===== config.mk =====
export PLATFORM = sky130hd
export DESIGN_NAME = axis_skid_pipeline
export DESIGN_NICKNAME = d
export VERILOG_FILES = /design/src/rtl/axis_skid_pipeline.sv
export SDC_FILE = /design/constraint.sdc
export NUM_CORES = 1
export LEC_CHECK = 0
export CAP_MARGIN = 30
export CELL_PAD_IN_SITES_DETAIL_PLACEMENT = 1
export CELL_PAD_IN_SITES_GLOBAL_PLACEMENT = 1
export CORE_UTILIZATION = 34
export DETAILED_ROUTE_END_ITERATION = 10
export PLACE_DENSITY = 0.84
export REMOVE_ABC_BUFFERS = 1
export SETUP_SLACK_MARGIN = 0.05
export SLEW_MARGIN = 20
export SYNTH_ARGS = -nofsm -noshare
export SYNTH_HDL_FRONTEND = slang
export SYNTH_HIERARCHICAL = 1
export SYNTH_SLANG_ARGS = --single-unit

===== constraint.sdc =====
create_clock -name clk -period 1.4 [get_ports clk]
set_clock_uncertainty 0.15 [all_clocks]
set_input_delay 0.28 -clock clk [delete_from_list [all_inputs] [get_ports clk]]
set_output_delay 0.28 -clock clk [all_outputs]
set_load 0.005 [all_outputs]

===== src/rtl/axis_skid_pipeline.sv =====
// axis_skid_pipeline: STAGES cascaded AXI-Stream skid-buffer stages.
// Forward payload/valid and backward tready are both registered in every
// stage, so there is no combinational path from axis_o_tready to
// axis_i_tready.
// Optional feature: define AXIS_SKID_PIPELINE_OCCUPANCY_EN to add the
// registered 'occupancy' output (beats held across all stages).

// One skid stage: a main register driving the output and a skid register
// that catches the beat arriving in the cycle the downstream stalls.
module axis_skid_stage #(
  parameter int W = 1
) (
  input  logic         clk,
  input  logic         sresetn,
  input  logic         i_up_valid,
  output logic         o_up_ready,
  input  logic [W-1:0] i_up_data,
  output logic         o_dn_valid,
  input  logic         i_dn_ready,
  output logic [W-1:0] o_dn_data
);

  // Encoding chosen so bit 0 is "main valid" and bit 1 is "skid valid";
  // the output valid is then a flop bit with no decode.
  typedef enum logic [1:0] {
    S_EMPTY = 2'b00,
    S_ONE   = 2'b01,
    S_TWO   = 2'b11
  } state_t;

  state_t       r_state;
  state_t       w_state_nxt;
  logic         r_ready;
  logic [W-1:0] r_main;
  logic [W-1:0] r_skid;
  logic         w_in;
  logic         w_out;
  logic         w_load_main;
  logic         w_load_skid;
  logic         w_main_from_skid;

  // r_ready is 0 in TWO, so a full stage never accepts.
  assign w_in  = i_up_valid && r_ready;
  assign w_out = r_state[0] && i_dn_ready;

  assign o_up_ready = r_ready;
  assign o_dn_valid = r_state[0];
  assign o_dn_data  = r_main;

  // State and ready registers; ready tracks "skid will be empty next cycle".
  always_ff @(posedge clk) begin
    if (!sresetn) begin
      r_state <= S_EMPTY;
      r_ready <= 1'b0;
    end else begin
      r_state <= w_state_nxt;
      r_ready <= (w_state_nxt != S_TWO);
    end
  end

  // Next state and payload load strobes.
  always_comb begin
    w_state_nxt      = r_state;
    w_load_main      = 1'b0;
    w_load_skid      = 1'b0;
    w_main_from_skid = 1'b0;
    case (r_state)
      S_EMPTY: begin
        if (w_in) begin
          w_state_nxt = S_ONE;
          w_load_main = 1'b1;
        end
      end
      S_ONE: begin
        if (w_in && w_out) begin
          w_load_main = 1'b1;
        end else if (w_in) begin
          w_state_nxt = S_TWO;
          w_load_skid = 1'b1;
        end else if (w_out) begin
          w_state_nxt = S_EMPTY;
        end
      end
      S_TWO: begin
        if (w_out) begin
          w_state_nxt      = S_ONE;
          w_load_main      = 1'b1;
          w_main_from_skid = 1'b1;
        end
      end
      default: w_state_nxt = S_EMPTY;
    endcase
  end

  // Payload registers are deliberately not reset; valid bits qualify them.
  always_ff @(posedge clk) begin
    if (w_load_main) r_main <= w_main_from_skid ? r_skid : i_up_data;
    if (w_load_skid) r_skid <= i_up_data;
  end

endmodule

module axis_skid_pipeline #(
  parameter int AXIS_BYTES     = 1,
  parameter int AXIS_USER_BITS = 1,
  parameter int STAGES         = 1
) (
  input  logic                      clk,
  input  logic                      sresetn,
  input  logic                      axis_i_tvalid,
  output logic                      axis_i_tready,
  input  logic [8*AXIS_BYTES-1:0]   axis_i_tdata,
  input  logic [AXIS_BYTES-1:0]     axis_i_tkeep,
  input  logic                      axis_i_tlast,
  input  logic [AXIS_USER_BITS-1:0] axis_i_tuser,
  output logic                      axis_o_tvalid,
  input  logic                      axis_o_tready,
  output logic [8*AXIS_BYTES-1:0]   axis_o_tdata,
  output logic [AXIS_BYTES-1:0]     axis_o_tkeep,
  output logic                      axis_o_tlast,
  output logic [AXIS_USER_BITS-1:0] axis_o_tuser
`ifdef AXIS_SKID_PIPELINE_OCCUPANCY_EN
  ,
  output logic [$clog2(2*STAGES+1)-1:0] occupancy
`endif
);

  // Whole beat travels as one vector so fields can never skew.
  localparam int PW = 8*AXIS_BYTES + AXIS_BYTES + 1 + AXIS_USER_BITS;

  if (STAGES < 1) begin : g_bad_stages
    $error("axis_skid_pipeline: STAGES must be >= 1");
  end

  // Index k is the link feeding stage k; index STAGES is the output link.
  logic [STAGES:0]         w_vld;
  logic [STAGES:0]         w_rdy;
  logic [STAGES:0][PW-1:0] w_pl;

  assign w_vld[0]      = axis_i_tvalid;
  assign w_pl[0]       = {axis_i_tdata, axis_i_tkeep, axis_i_tlast, axis_i_tuser};
  assign axis_i_tready = w_rdy[0];

  assign w_rdy[STAGES] = axis_o_tready;
  assign axis_o_tvalid = w_vld[STAGES];
  assign {axis_o_tdata, axis_o_tkeep, axis_o_tlast, axis_o_tuser} = w_pl[STAGES];

  for (genvar k = 0; k < STAGES; k++) begin : g_stage
    axis_skid_stage #(.W(PW)) u_stage (
      .clk        (clk),
      .sresetn    (sresetn),
      .i_up_valid (w_vld[k]),
      .o_up_ready (w_rdy[k]),
      .i_up_data  (w_pl[k]),
      .o_dn_valid (w_vld[k+1]),
      .i_dn_ready (w_rdy[k+1]),
      .o_dn_data  (w_pl[k+1])
    );
  end

`ifdef AXIS_SKID_PIPELINE_OCCUPANCY_EN
  localparam int OW = $clog2(2*STAGES+1);

  logic          w_in_xfer;
  logic          w_out_xfer;
  logic [OW-1:0] r_occ;

  assign w_in_xfer  = axis_i_tvalid && axis_i_tready;
  assign w_out_xfer = axis_o_tvalid && axis_o_tready;
  assign occupancy  = r_occ;

  // Beat count: +1 per accepted input, -1 per delivered output.
  always_ff @(posedge clk) begin
    if (!sresetn) begin
      r_occ <= '0;
    end else begin
      case ({w_in_xfer, w_out_xfer})
        2'b10:   r_occ <= r_occ + OW'(1);
        2'b01:   r_occ <= r_occ - OW'(1);
        default: r_occ <= r_occ;
      endcase
    end
  end
`endif

endmodule

==> impl_metrics.prom <==
# TYPE chip_impl_metric gauge
chip_impl_info{name="status",value="finished clean"} 1
chip_impl_info{name="dr.max_layer_used",value="met4"} 1
chip_impl_info{name="final_cell_mix",value="sky130_fd_sc_hd__edfxtp_1, sky130_fd_sc_hd__clkdlybuf4s50_1, sky130_fd_sc_hd__mux2_4"} 1
chip_impl_metric{name="setup_violations",unit=""} 0
chip_impl_metric{name="initial_antenna_violation_count",unit=""} 0
chip_impl_metric{name="fin_hold_ws",unit="ns"} 0.393
chip_impl_metric{name="peakVddDrop",unit="V"} 0.000518
chip_impl_metric{name="synthToLayoutAreaGrowth",unit="%"} 39.4
chip_impl_info{name="rsz0062_at_grt",value="yes"} 1
chip_impl_metric{name="drtIter0Drc",unit=""} 19
chip_impl_metric{name="placementRows",unit=""} 18
chip_impl_metric{name="yosysWarningCount",unit=""} 6
chip_impl_metric{name="ant_nets",unit=""} 0
chip_impl_metric{name="routed-wl-met2",unit="um"} 974
chip_impl_metric{name="cp_max_fo",unit=""} 11
chip_impl_info{name="worst_path_dominant_cell_family",value="flip-flops"} 1
chip_impl_metric{name="floorplan.initialDensity",unit=""} 0.374
chip_impl_info{name="ctsRootBufferMaster",value="sky130_fd_sc_hd__clkbuf_4"} 1
chip_impl_metric{name="layout.area.seq",unit="um2"} 727
chip_impl_metric{name="cts.sinks",unit=""} 25
chip_impl_metric{name="static-leakage-power",unit="nW"} 0.537
chip_impl_info{name="worst_hold_path_type",value="input port to flop"} 1
chip_impl_metric{name="syn-mean-instance-area",unit="um2"} 19.0
chip_impl_metric{name="wirelength",unit="mm"} 1.89
chip_impl_metric{name="coreArea",unit="um2"} 2590
chip_impl_metric{name="multi_input_area",unit="um2"} 263
chip_impl_info{name="worstSetupStartpointType",value="flop"} 1
chip_impl_metric{name="ioPinCount",unit=""} 28
chip_impl_metric{name="wire_length_of_the_first_global_routing_pass",unit="mm"} 3.10
chip_impl_metric{name="drive_above_1_share",unit=""} 0.477
chip_impl_metric{name="fin_nets",unit=""} 104
chip_impl_metric{name="die_width",unit="um"} 55.4
chip_impl_metric{name="drc",unit=""} 0
chip_impl_metric{name="source_to_sink_clock_delay_at_the_later_pin_of_the_worst_skew_pair",unit="ns"} 0.31
chip_impl_metric{name="maximum_number_of_pins_on_one_net_before_global_route_repair",unit=""} 14
chip_impl_metric{name="slew-limit-headroom",unit=""} 0.868
chip_impl_metric{name="total_of_flip_flops_plus_latches_after_synthesis",unit=""} 25
chip_impl_metric{name="drt_pass1_iterations",unit=""} 4
chip_impl_info{name="crit_type",value="flop to flop"} 1
chip_impl_metric{name="worst-slew-pin-transition",unit="ns"} 0.198
chip_impl_metric{name="average_wire_length_per_cell_after_detail_routing",unit="um"} 16.0
chip_impl_metric{name="yosysUniqueCellTypes",unit=""} 15
chip_impl_metric{name="globalplace.congestion",unit=""} 0.591
chip_impl_metric{name="die_outline_height",unit="um"} 55.4
chip_impl_metric{name="clk_pin_slew",unit="ns"} 0.13
chip_impl_metric{name="dp_hpwl",unit="mm"} 1.33
chip_impl_metric{name="critical_path_required",unit="ns"} 1.33
chip_impl_metric{name="max-cap-violations",unit=""} 0
chip_impl_info{name="layout_commonest_cell",value="sky130_fd_sc_hd__edfxtp_1"} 1
chip_impl_metric{name="layout_min_cycle_time",unit="ns"} 1.40
chip_impl_metric{name="m1WireLength",unit="um"} 757
chip_impl_metric{name="first_global_vias",unit=""} 619
chip_impl_metric{name="synth_cells",unit=""} 51
chip_impl_metric{name="slowest_delay",unit="ns"} 0.36
chip_impl_metric{name="finalMaxSlewViolations",unit=""} 0
chip_impl_metric{name="met3WireLength",unit="um"} 119
chip_impl_metric{name="via_count",unit=""} 578
chip_impl_metric{name="final.setup.tns",unit="ns"} 0
chip_impl_metric{name="cp_data_arrival_time",unit="ns"} 1.32
chip_impl_metric{name="pwr_density_cell",unit="nW/um2"} 959
chip_impl_metric{name="final.period_utilization",unit=""} 0.997
chip_impl_metric{name="hold_fix_buffer_count_after_cts",unit=""} 0
chip_impl_info{name="critPathCaptureType",value="flop"} 1
chip_impl_metric{name="max-clock-path-buffers",unit=""} 2
chip_impl_info{name="cp_cell_sequence",value="buf_6 -> nand3_4 -> buf_12 -> mux2_4"} 1
chip_impl_metric{name="netlist_area",unit="um2"} 968
chip_impl_info{name="cpMaxStageDelayCell",value="sky130_fd_sc_hd__dfxtp_2"} 1
chip_impl_metric{name="max_clock_freq",unit="MHz"} 717
chip_impl_metric{name="ys_seq_area_frac",unit=""} 0.744
chip_impl_metric{name="insertedDiodeCount",unit=""} 0
chip_impl_metric{name="critical_path_buf_inv_count",unit=""} 2
chip_impl_metric{name="dieArea",unit="um2"} 3070
chip_impl_metric{name="nFillCells",unit=""} 256
chip_impl_metric{name="grt_remaining_overflow",unit=""} 0
chip_impl_metric{name="cts_buffers",unit=""} 3
chip_impl_metric{name="timing.final.hold_violations",unit=""} 0
chip_impl_metric{name="post_drt_via_cell_ratio",unit=""} 4.90
chip_impl_metric{name="port_buffers",unit=""} 27
chip_impl_metric{name="gr-usage-all-layers",unit=""} 0.135
chip_impl_info{name="cts_tree",value="built"} 1
chip_impl_metric{name="cts_max_level",unit=""} 1
cell type report:
type	instances	area share
sequential	25	0.538
timing repair buffer	34	0.214
multi-input combinational	23	0.195
tap	30	0.0278
clock buffer	4	0.0195
inverter	2	0.00556
cell families (layout without fill, tap and decap cells):
logic type	count (synthesis)	after routing	share of synthesized area
buffers and inverters	3	40	0.0194
muxes	11	11	0.167
AOI/OAI and AO/OA	4	4	0.0233
and+or+nand+nor	8	8	0.0465
DFF	25	25	0.744
routing by layer:
metal,vias up,global-route usage
li1,266,-
met1,288,0.152
met2,20,0.227
met3,4,0.0398
met4,0,0.0750
met5,-,0
state kept, by name (all words and copies together), names as in the netlist:
register / cells
g_stage.u_stage/o_dn_data: 11
g_stage.u_stage/o_up_ready: 1
g_stage.u_stage/r_skid: 11
g_stage.u_stage/r_state: 2
synthesized netlist by cell type (all sizes together):
| cell type | n | area share |
|---|---|---|
| nor2b | 1 | 0.0065 |
| o21ai | 2 | 0.010 |
| and2 | 1 | 0.0065 |
| buf | 1 | 0.012 |
| inv | 2 | 0.0078 |
| a21boi | 1 | 0.0078 |
| nor2 | 3 | 0.012 |
| dfxtp | 3 | 0.062 |
| nand3 | 2 | 0.015 |
| edfxtp | 22 | 0.68 |
| a21oi | 1 | 0.0052 |
| nand2b | 1 | 0.0065 |
| mux2 | 11 | 0.17 |
where the power goes:
group	total, mW	internal, mW	leakage [nW]	switching, mW
Combinational	0.135	0.0855	0.294	0.0500
Sequential	0.840	0.834	0.228	0.00670
Clock	0.319	0.111	0.0150	0.207
Total	1.29	1.03	0.537	0.264
repair_timing:
item	CTS	global route
setup endpoints to repair	43	38
pin swaps	1	2
cloned	1	0
gates resized for setup	51	14
buffers inserted	2	0
path summary, 6_finish.rpt:
kind                                               startpoint                         endpoint  slack (ns)  depth (start not counted)
worst min-delay path                                  sresetn    g_stage[0].u_stage/r_state[0]        0.39                          2
worst max register to register  g_stage[0].u_stage/r_state[0]  g_stage[0].u_stage/o_dn_data[7]       0.005                          4
worst min register to register   g_stage[0].u_stage/r_skid[0]  g_stage[0].u_stage/o_dn_data[0]        0.42                          1
worst max-delay path            g_stage[0].u_stage/r_state[0]  g_stage[0].u_stage/o_dn_data[7]       0.005                          4
through the flow:
step	instances	power [mW]	instance area, um2	worst slack (ns)	utilization
finish	118	1.29	1350	0.00450	0.521
global route	118	1.36	1350	-0.00829	0.521
CTS	118	1.30	1340	0.0156	0.518
detailed placement	111	0.991	1310	-0.403	0.505
global placement	111	0.985	1310	-0.375	0.505
floorplan	50	0.898	957	-0.145	-
Note: power is estimated with default switching activity, not from simulation.
